## config.mk

```make
export PLATFORM = sky130hd
export DESIGN_NAME = bin_2_bcd_seq
export DESIGN_NICKNAME = d
export VERILOG_FILES = /design/src/rtl/bcd_pkg.sv /design/src/rtl/bcd_digit_adj.sv /design/src/rtl/bin_2_bcd_seq.sv
export SDC_FILE = /design/constraint.sdc
export NUM_CORES = 1
export LEC_CHECK = 0
export CORE_UTILIZATION = 33
export CTS_CLUSTER_DIAMETER = 100
export DETAILED_ROUTE_END_ITERATION = 12
export GPL_TIMING_DRIVEN = 0
export SLEW_MARGIN = 25
export SYNTH_ARGS = -nofsm -noshare
export SYNTH_HDL_FRONTEND = slang
export SYNTH_HIERARCHICAL = 1
export SYNTH_SLANG_ARGS = --single-unit
export TNS_END_PERCENT = 20
```

## constraint.sdc

```tcl
create_clock -name clk -period 3 [get_ports clk]
set_input_delay 0.75 -clock clk [delete_from_list [all_inputs] [get_ports clk]]
set_output_delay 0.75 -clock clk [all_outputs]
set_load 0.05 [all_outputs]
```

## src/rtl/bcd_pkg.sv

```systemverilog
// rtl/bcd_pkg.sv - shared BCD constants, digit type and converter state enum
package bcd_pkg;

  localparam int BCD_W = 4;
  localparam logic [BCD_W-1:0] ADJ_THRESH = 4'd5;
  localparam logic [BCD_W-1:0] ADJ_OFFSET = 4'd3;

  typedef logic [BCD_W-1:0] bcd_digit_t;

  typedef enum logic {
    IDLE,
    SHIFT
  } state_t;

endpackage

```

## src/rtl/bcd_digit_adj.sv

```systemverilog
// rtl/bcd_digit_adj.sv - double-dabble digit correction: add 3 when digit >= 5
module bcd_digit_adj
  import bcd_pkg::*;
(
  input  bcd_digit_t d,
  output bcd_digit_t q
);

  // d <= 9 on entry, so d + 3 never exceeds 12 and needs no carry
  assign q = (d >= ADJ_THRESH) ? d + ADJ_OFFSET : d;

endmodule

```

## src/rtl/bin_2_bcd_seq.sv

```systemverilog
// rtl/bin_2_bcd_seq.sv - sequential binary-to-BCD converter, one bit per clock
module bin_2_bcd_seq
  import bcd_pkg::*;
#(
  parameter int BIN_W  = 10,
  parameter int DIGITS = 4
) (
  input  logic             clk,
  input  logic             rst_n,
  input  logic             start,
  input  logic [BIN_W-1:0] bin_in,
  output logic             busy,
  output logic             done,
  output logic [3:0]       thous,
  output logic [3:0]       huns,
  output logic [3:0]       tens,
  output logic [3:0]       units
);

  localparam int CNT_W = $clog2(BIN_W + 1);
  localparam int SCR_W = DIGITS * BCD_W;

  state_t             state;
  logic [BIN_W-1:0]   shreg;
  logic [SCR_W-1:0]   scratch;
  logic [SCR_W-1:0]   adj;
  logic [SCR_W-1:0]   next_scratch;
  logic [SCR_W-1:0]   result;
  logic [CNT_W-1:0]   cnt;

  for (genvar g = 0; g < DIGITS; g++) begin : g_adj
    bcd_digit_adj u_adj (
      .d (scratch[g*BCD_W +: BCD_W]),
      .q (adj[g*BCD_W +: BCD_W])
    );
  end

  // adjusted scratch shifted left, pulling in the next binary MSB
  assign next_scratch = {adj[SCR_W-2:0], shreg[BIN_W-1]};

  assign thous = result[4*BCD_W-1 -: BCD_W];
  assign huns  = result[3*BCD_W-1 -: BCD_W];
  assign tens  = result[2*BCD_W-1 -: BCD_W];
  assign units = result[1*BCD_W-1 -: BCD_W];

  always_ff @(posedge clk or negedge rst_n) begin
    if (!rst_n) begin
      state   <= IDLE;
      busy    <= 1'b0;
      done    <= 1'b0;
      shreg   <= '0;
      scratch <= '0;
      result  <= '0;
      cnt     <= '0;
    end else begin
      done <= 1'b0;
      case (state)
        IDLE: begin
          if (start) begin
            shreg   <= bin_in;
            scratch <= '0;
            cnt     <= CNT_W'(BIN_W);
            busy    <= 1'b1;
            state   <= SHIFT;
          end
        end
        SHIFT: begin
          scratch <= next_scratch;
          shreg   <= {shreg[BIN_W-2:0], 1'b0};
          cnt     <= cnt - CNT_W'(1);
          if (cnt == CNT_W'(1)) begin
            result <= next_scratch;
            done   <= 1'b1;
            busy   <= 1'b0;
            state  <= IDLE;
          end
        end
        default: state <= IDLE;
      endcase
    end
  end

endmodule

```

Word level (Yosys, flattened, before mapping)
Cells that the tools add are included.
{ "op_classes": {"n_addsub": 5, "n_mul": 0, "n_div": 0, "n_lt_le_gt_ge": 4, "n_eq_ne": 3, "n_shift": 0, "n_mux": 18, "bitwise_logic": 1, "reduce_logical": 2} }
{ "ops": {"columns": ["operator", "n"], "rows": [
  ["$pmux 16 s2", 1],
  ["$pmux 10 s2", 1],
  ["$ge 4x3->1 const B", 4],
  ["$mux 16", 1],
  ["$mux 4", 4],
  ["$add 4x2->4 const B", 3],
  ["$mux 10", 1],
  ["$pmux 4 s2", 1],
  ["$mux 1", 6],
  ["$eq 4x1->1 const B", 1],
  ["$pmux 1 s2", 2],
  ["$reduce_and 2->1", 2],
  ["$sub 4x1->4 const B", 1],
  ["$add 3x2->3 const B", 1],
  ["$mux 3", 1],
  ["$ne 2x1->1 const B", 1],
  ["$ne 2x2->1 const B", 1],
  ["$not 1->1", 1]
]} }
{ "totals": {"regBits": 49, "latch_bits": 0, "ram_bits": 0, "romBits": 0, "n_memories": 0} }

Longest topological paths before layout
{ "depth": {"word_depth": 3, "mapped_depth": 6} }

By module
Netlist, hierarchy kept.
{ "by_module_without_submodules": {"columns": ["module", "instances", "cells_each", "area_per_inst_um2"], "rows": [
  ["bin_2_bcd_seq", 1, 141, 1976.9],
  ["bcd_digit_adj", 4, 16, 101.3]
]} }

Worst setup path after synthesis
OpenSTA, ideal clock, no wires.
{ "synth_path": {"kind": "input to register", "startpoint": "in start", "endpoint": "reg shreg[2]", "setup_time_ns": 0.134, "t_arrival_ns": 1.409, "path_slack_ns": 1.457, "path_stages": 4, "path_buffers": 2, "cell_sequence": "buf_2 -> buf_2 -> mux2i_1 -> o21ai_0"} }
{ "synth_via": {"elab_chain_len": 1} }
{ "synth_lines": {"columns": ["item", "line_no", "text"], "rows": [
  ["start: declaration", "bin_2_bcd_seq.sv:10", "input logic start,"],
  ["$ne 2x2->1 (no source line)", null, null],
  ["end signal: assignment", "bin_2_bcd_seq.sv:60", "shreg <= bin_in;"],
  ["end signal: assignment", "bin_2_bcd_seq.sv:69", "shreg <= {shreg[BIN_W-2:0], 1'b0};"],
  ["end: declaration", "bin_2_bcd_seq.sv:24", "logic [BIN_W-1:0] shreg;"]
]} }
No other way between the ends.
A chain may end at the register's enable or synchronous reset.

Worst setup path after layout
{ "layout_path": {"startpoint": "reg result[7]", "endpoint": "out tens[3]"} }
{ "layout_lines": {"columns": ["item", "line_no", "text"], "rows": [
  ["start: declaration", "bin_2_bcd_seq.sv:28", "logic [SCR_W-1:0] result;"],
  ["start signal: assignment", "bin_2_bcd_seq.sv:72", "result <= next_scratch;"],
  ["end: declaration", "bin_2_bcd_seq.sv:16", "output logic [3:0] tens,"]
]} }
No word-level cell between the ends.

==> results_dict.tcl <==
set metrics [dict create \
    nets 260 \
    syn_nets 224 \
    grt_pass1_vias 1546 \
    insertion_delay_ns 0.30 \
    fp.dieH_um 86.6 \
    hold_violations 0 \
    grt_antenna_before_repair 0 \
    initialDrtViolationCount 60 \
    cts_max_path_buffers 2 \
    core_mm2 0.00687 \
    post-cts-setup-buffer-count 0 \
    clock-root-buffer "clkbuf_8" \
    dp.cells 326 \
    wl_per_cell_um 13.0 \
    instances_no_fill 334 \
    cts.hold.buffers_added 0 \
    start_util_pct 34.4 \
    cts_tree "yes" \
    dieWidth_um 86.6 \
    p_per_area_mw_per_mm2 1200 \
    numClockSinks 49 \
    maxCapViolCount 0 \
    clk_pin_slew_ns 0.09 \
    rows 30 \
    cp_top_family "buffers and inverters" \
    p_leak_nw 1.30 \
    cp.arrival_ns 1.49 \
    avgViaCountPerCell 4.66 \
    end_kind "output pin" \
    fin_crit_sh_pct 74.6 \
    cp_slowest_cell "clkdlybuf4s50_1" \
    grt_max_degree 50 \
    path_cells "clkdlybuf4s50_1" \
    num-fill-cells 651 \
    area_delta_synth_final_pct 20.8 \
    cp-start-kind "register" \
    grt_pass1_wl_um 7520 \
    finalCriticalPeriod_ns 2.24 \
    reg2reg_depth 6 \
    tightest_slew_ns 0.627 \
    syn_area_mm2 0.00236 \
    drive_above_1_share_pct 14.7 \
    place.gp.congestion 0.731 \
    reg2reg_to "result[9]$_DFFE_PN0P_" \
    cts_made_buffers 5 \
    drv_slew 0 \
    dp.final_hpwl_um 3010 \
    cts_resized 0 \
    max-vdd-ir-drop_mv 0.443 \
    via_count 1556 \
    finalWirelength_um 4330 \
    required_ns 2.25 \
    setup_viol 0 \
    grt.total_usage_pct 13.1 \
    detail-route-antenna-nets 0 \
    synthCells 201 \
    utilization_pct 41.5 \
    r2r_start "cnt[1]$_DFFE_PN0P_" \
    rsz0062_at_grt "no" \
    finalPower_w 0.00342 \
    clock_skew_ns 0.00744 \
    path_class "reg -> out" \
    reg2reg_slack_ns 1.39 \
    boundaryPins 31 \
    fmax_mhz 447 \
    setup_tns_ns 0 \
    path_buf_inv 1 \
    firstDrtPassIters 4 \
    grt_overflow 0 \
    status "finished clean" \
    h-tree-depth 2 \
    io_buffers 29 \
    synth_area_per_cell_um2 11.8 \
    hold_class "in -> async" \
    drc 0 \
    critPathMaxStageDelay_ns 0.81 \
    cp_max_fo 2 \
    antennaDiodeCount 0 \
    dieArea_mm2 0.00750 \
    yosys_warnings 6 \
    relSlewSlack_pct 58.2 \
]
==> flip-flops by register name (all words and copies together) (netlist names) <==
register / count
cnt: 4
state: 1
busy: 1
scratch: 16
result: 16
done: 1
shreg: 10
==> worst reg2reg max path: stages (launching register included) <==
cell and delay, ns:
dfrtp_1 0.41, inv_1 0.09, ha_1 0.15, and4bb_1 0.20
buf_6 0.16, buf_8 0.17, mux2_4 0.31
==> cells in the final DEF, fill, tap and decap left out, types with 8 or more instances in the layout <==
cell	instances
a22o_1	16
clkdlybuf4s50_1	28
dfrtp_1	49
ha_1	10
inv_1	11
mux2_2	9
mux2_4	8
mux2i_1	14
nand2_1	24
o21ai_0	13
==> where the power goes <==
group / internal [W] / total [W] / switching (W)
Combinational: 0.000838 / 0.00183 / 0.000994
Sequential: 0.000961 / 0.00120 / 0.000236
Clock: 0.000166 / 0.000389 / 0.000223
==> per-stage QoR <==
| step | worst slack, ns | cell area, um2 | hold WS (ns) |
|---|---|---|---|
| floorplan | 1.46 | 2360 | 0.449 |
| CTS | 0.741 | 2850 | 0.469 |
| finish | 0.761 | 2850 | 0.451 |
| global route | 0.700 | 2850 | 0.490 |
| global placement | -0.354 | 2770 | 0.467 |
| detailed placement | 1.09 | 2770 | 0.480 |
==> metal layers <==
layer | vias up | GRT usage (%) | share of wire (%)
li1 | 766 | - | -
met1 | 759 | 18.4 | 51
met2 | 23 | 19.4 | 44
met3 | 8 | 2.86 | 3.0
met4 | 0 | 5.76 | 1.7
met5 | - | 0 | 0
==> how the worst max path moves through the flow <==
stage                            from                    to  depth (start not counted)
6_report        result[7]$_DFFE_PN0P_               tens[3]                          1
5_1_grt         result[0]$_DFFE_PN0P_              units[0]                          1
4_1_cts        result[12]$_DFFE_PN0P_              thous[0]                          1
2_1_floorplan                   start  shreg[2]$_DFFE_PN0P_                          4
3_3_place_gp                    rst_n  shreg[1]$_DFFE_PN0P_                          1
3_5_place_dp   result[15]$_DFFE_PN0P_              thous[3]                          1
==> final cells by class <==
cell class,count,area (um2),area share [%]
buffer,10,67.6,2.37
timing repair buffer,29,288,10.1
tap,96,120,4.21
sequential,49,1230,43.0
clock inverter,1,7.51,0.263
multi-input combinational,131,1030,36.0
clock buffer,7,76.3,2.67
inverter,11,41.3,1.45
(Power assumes the default switching activity.)
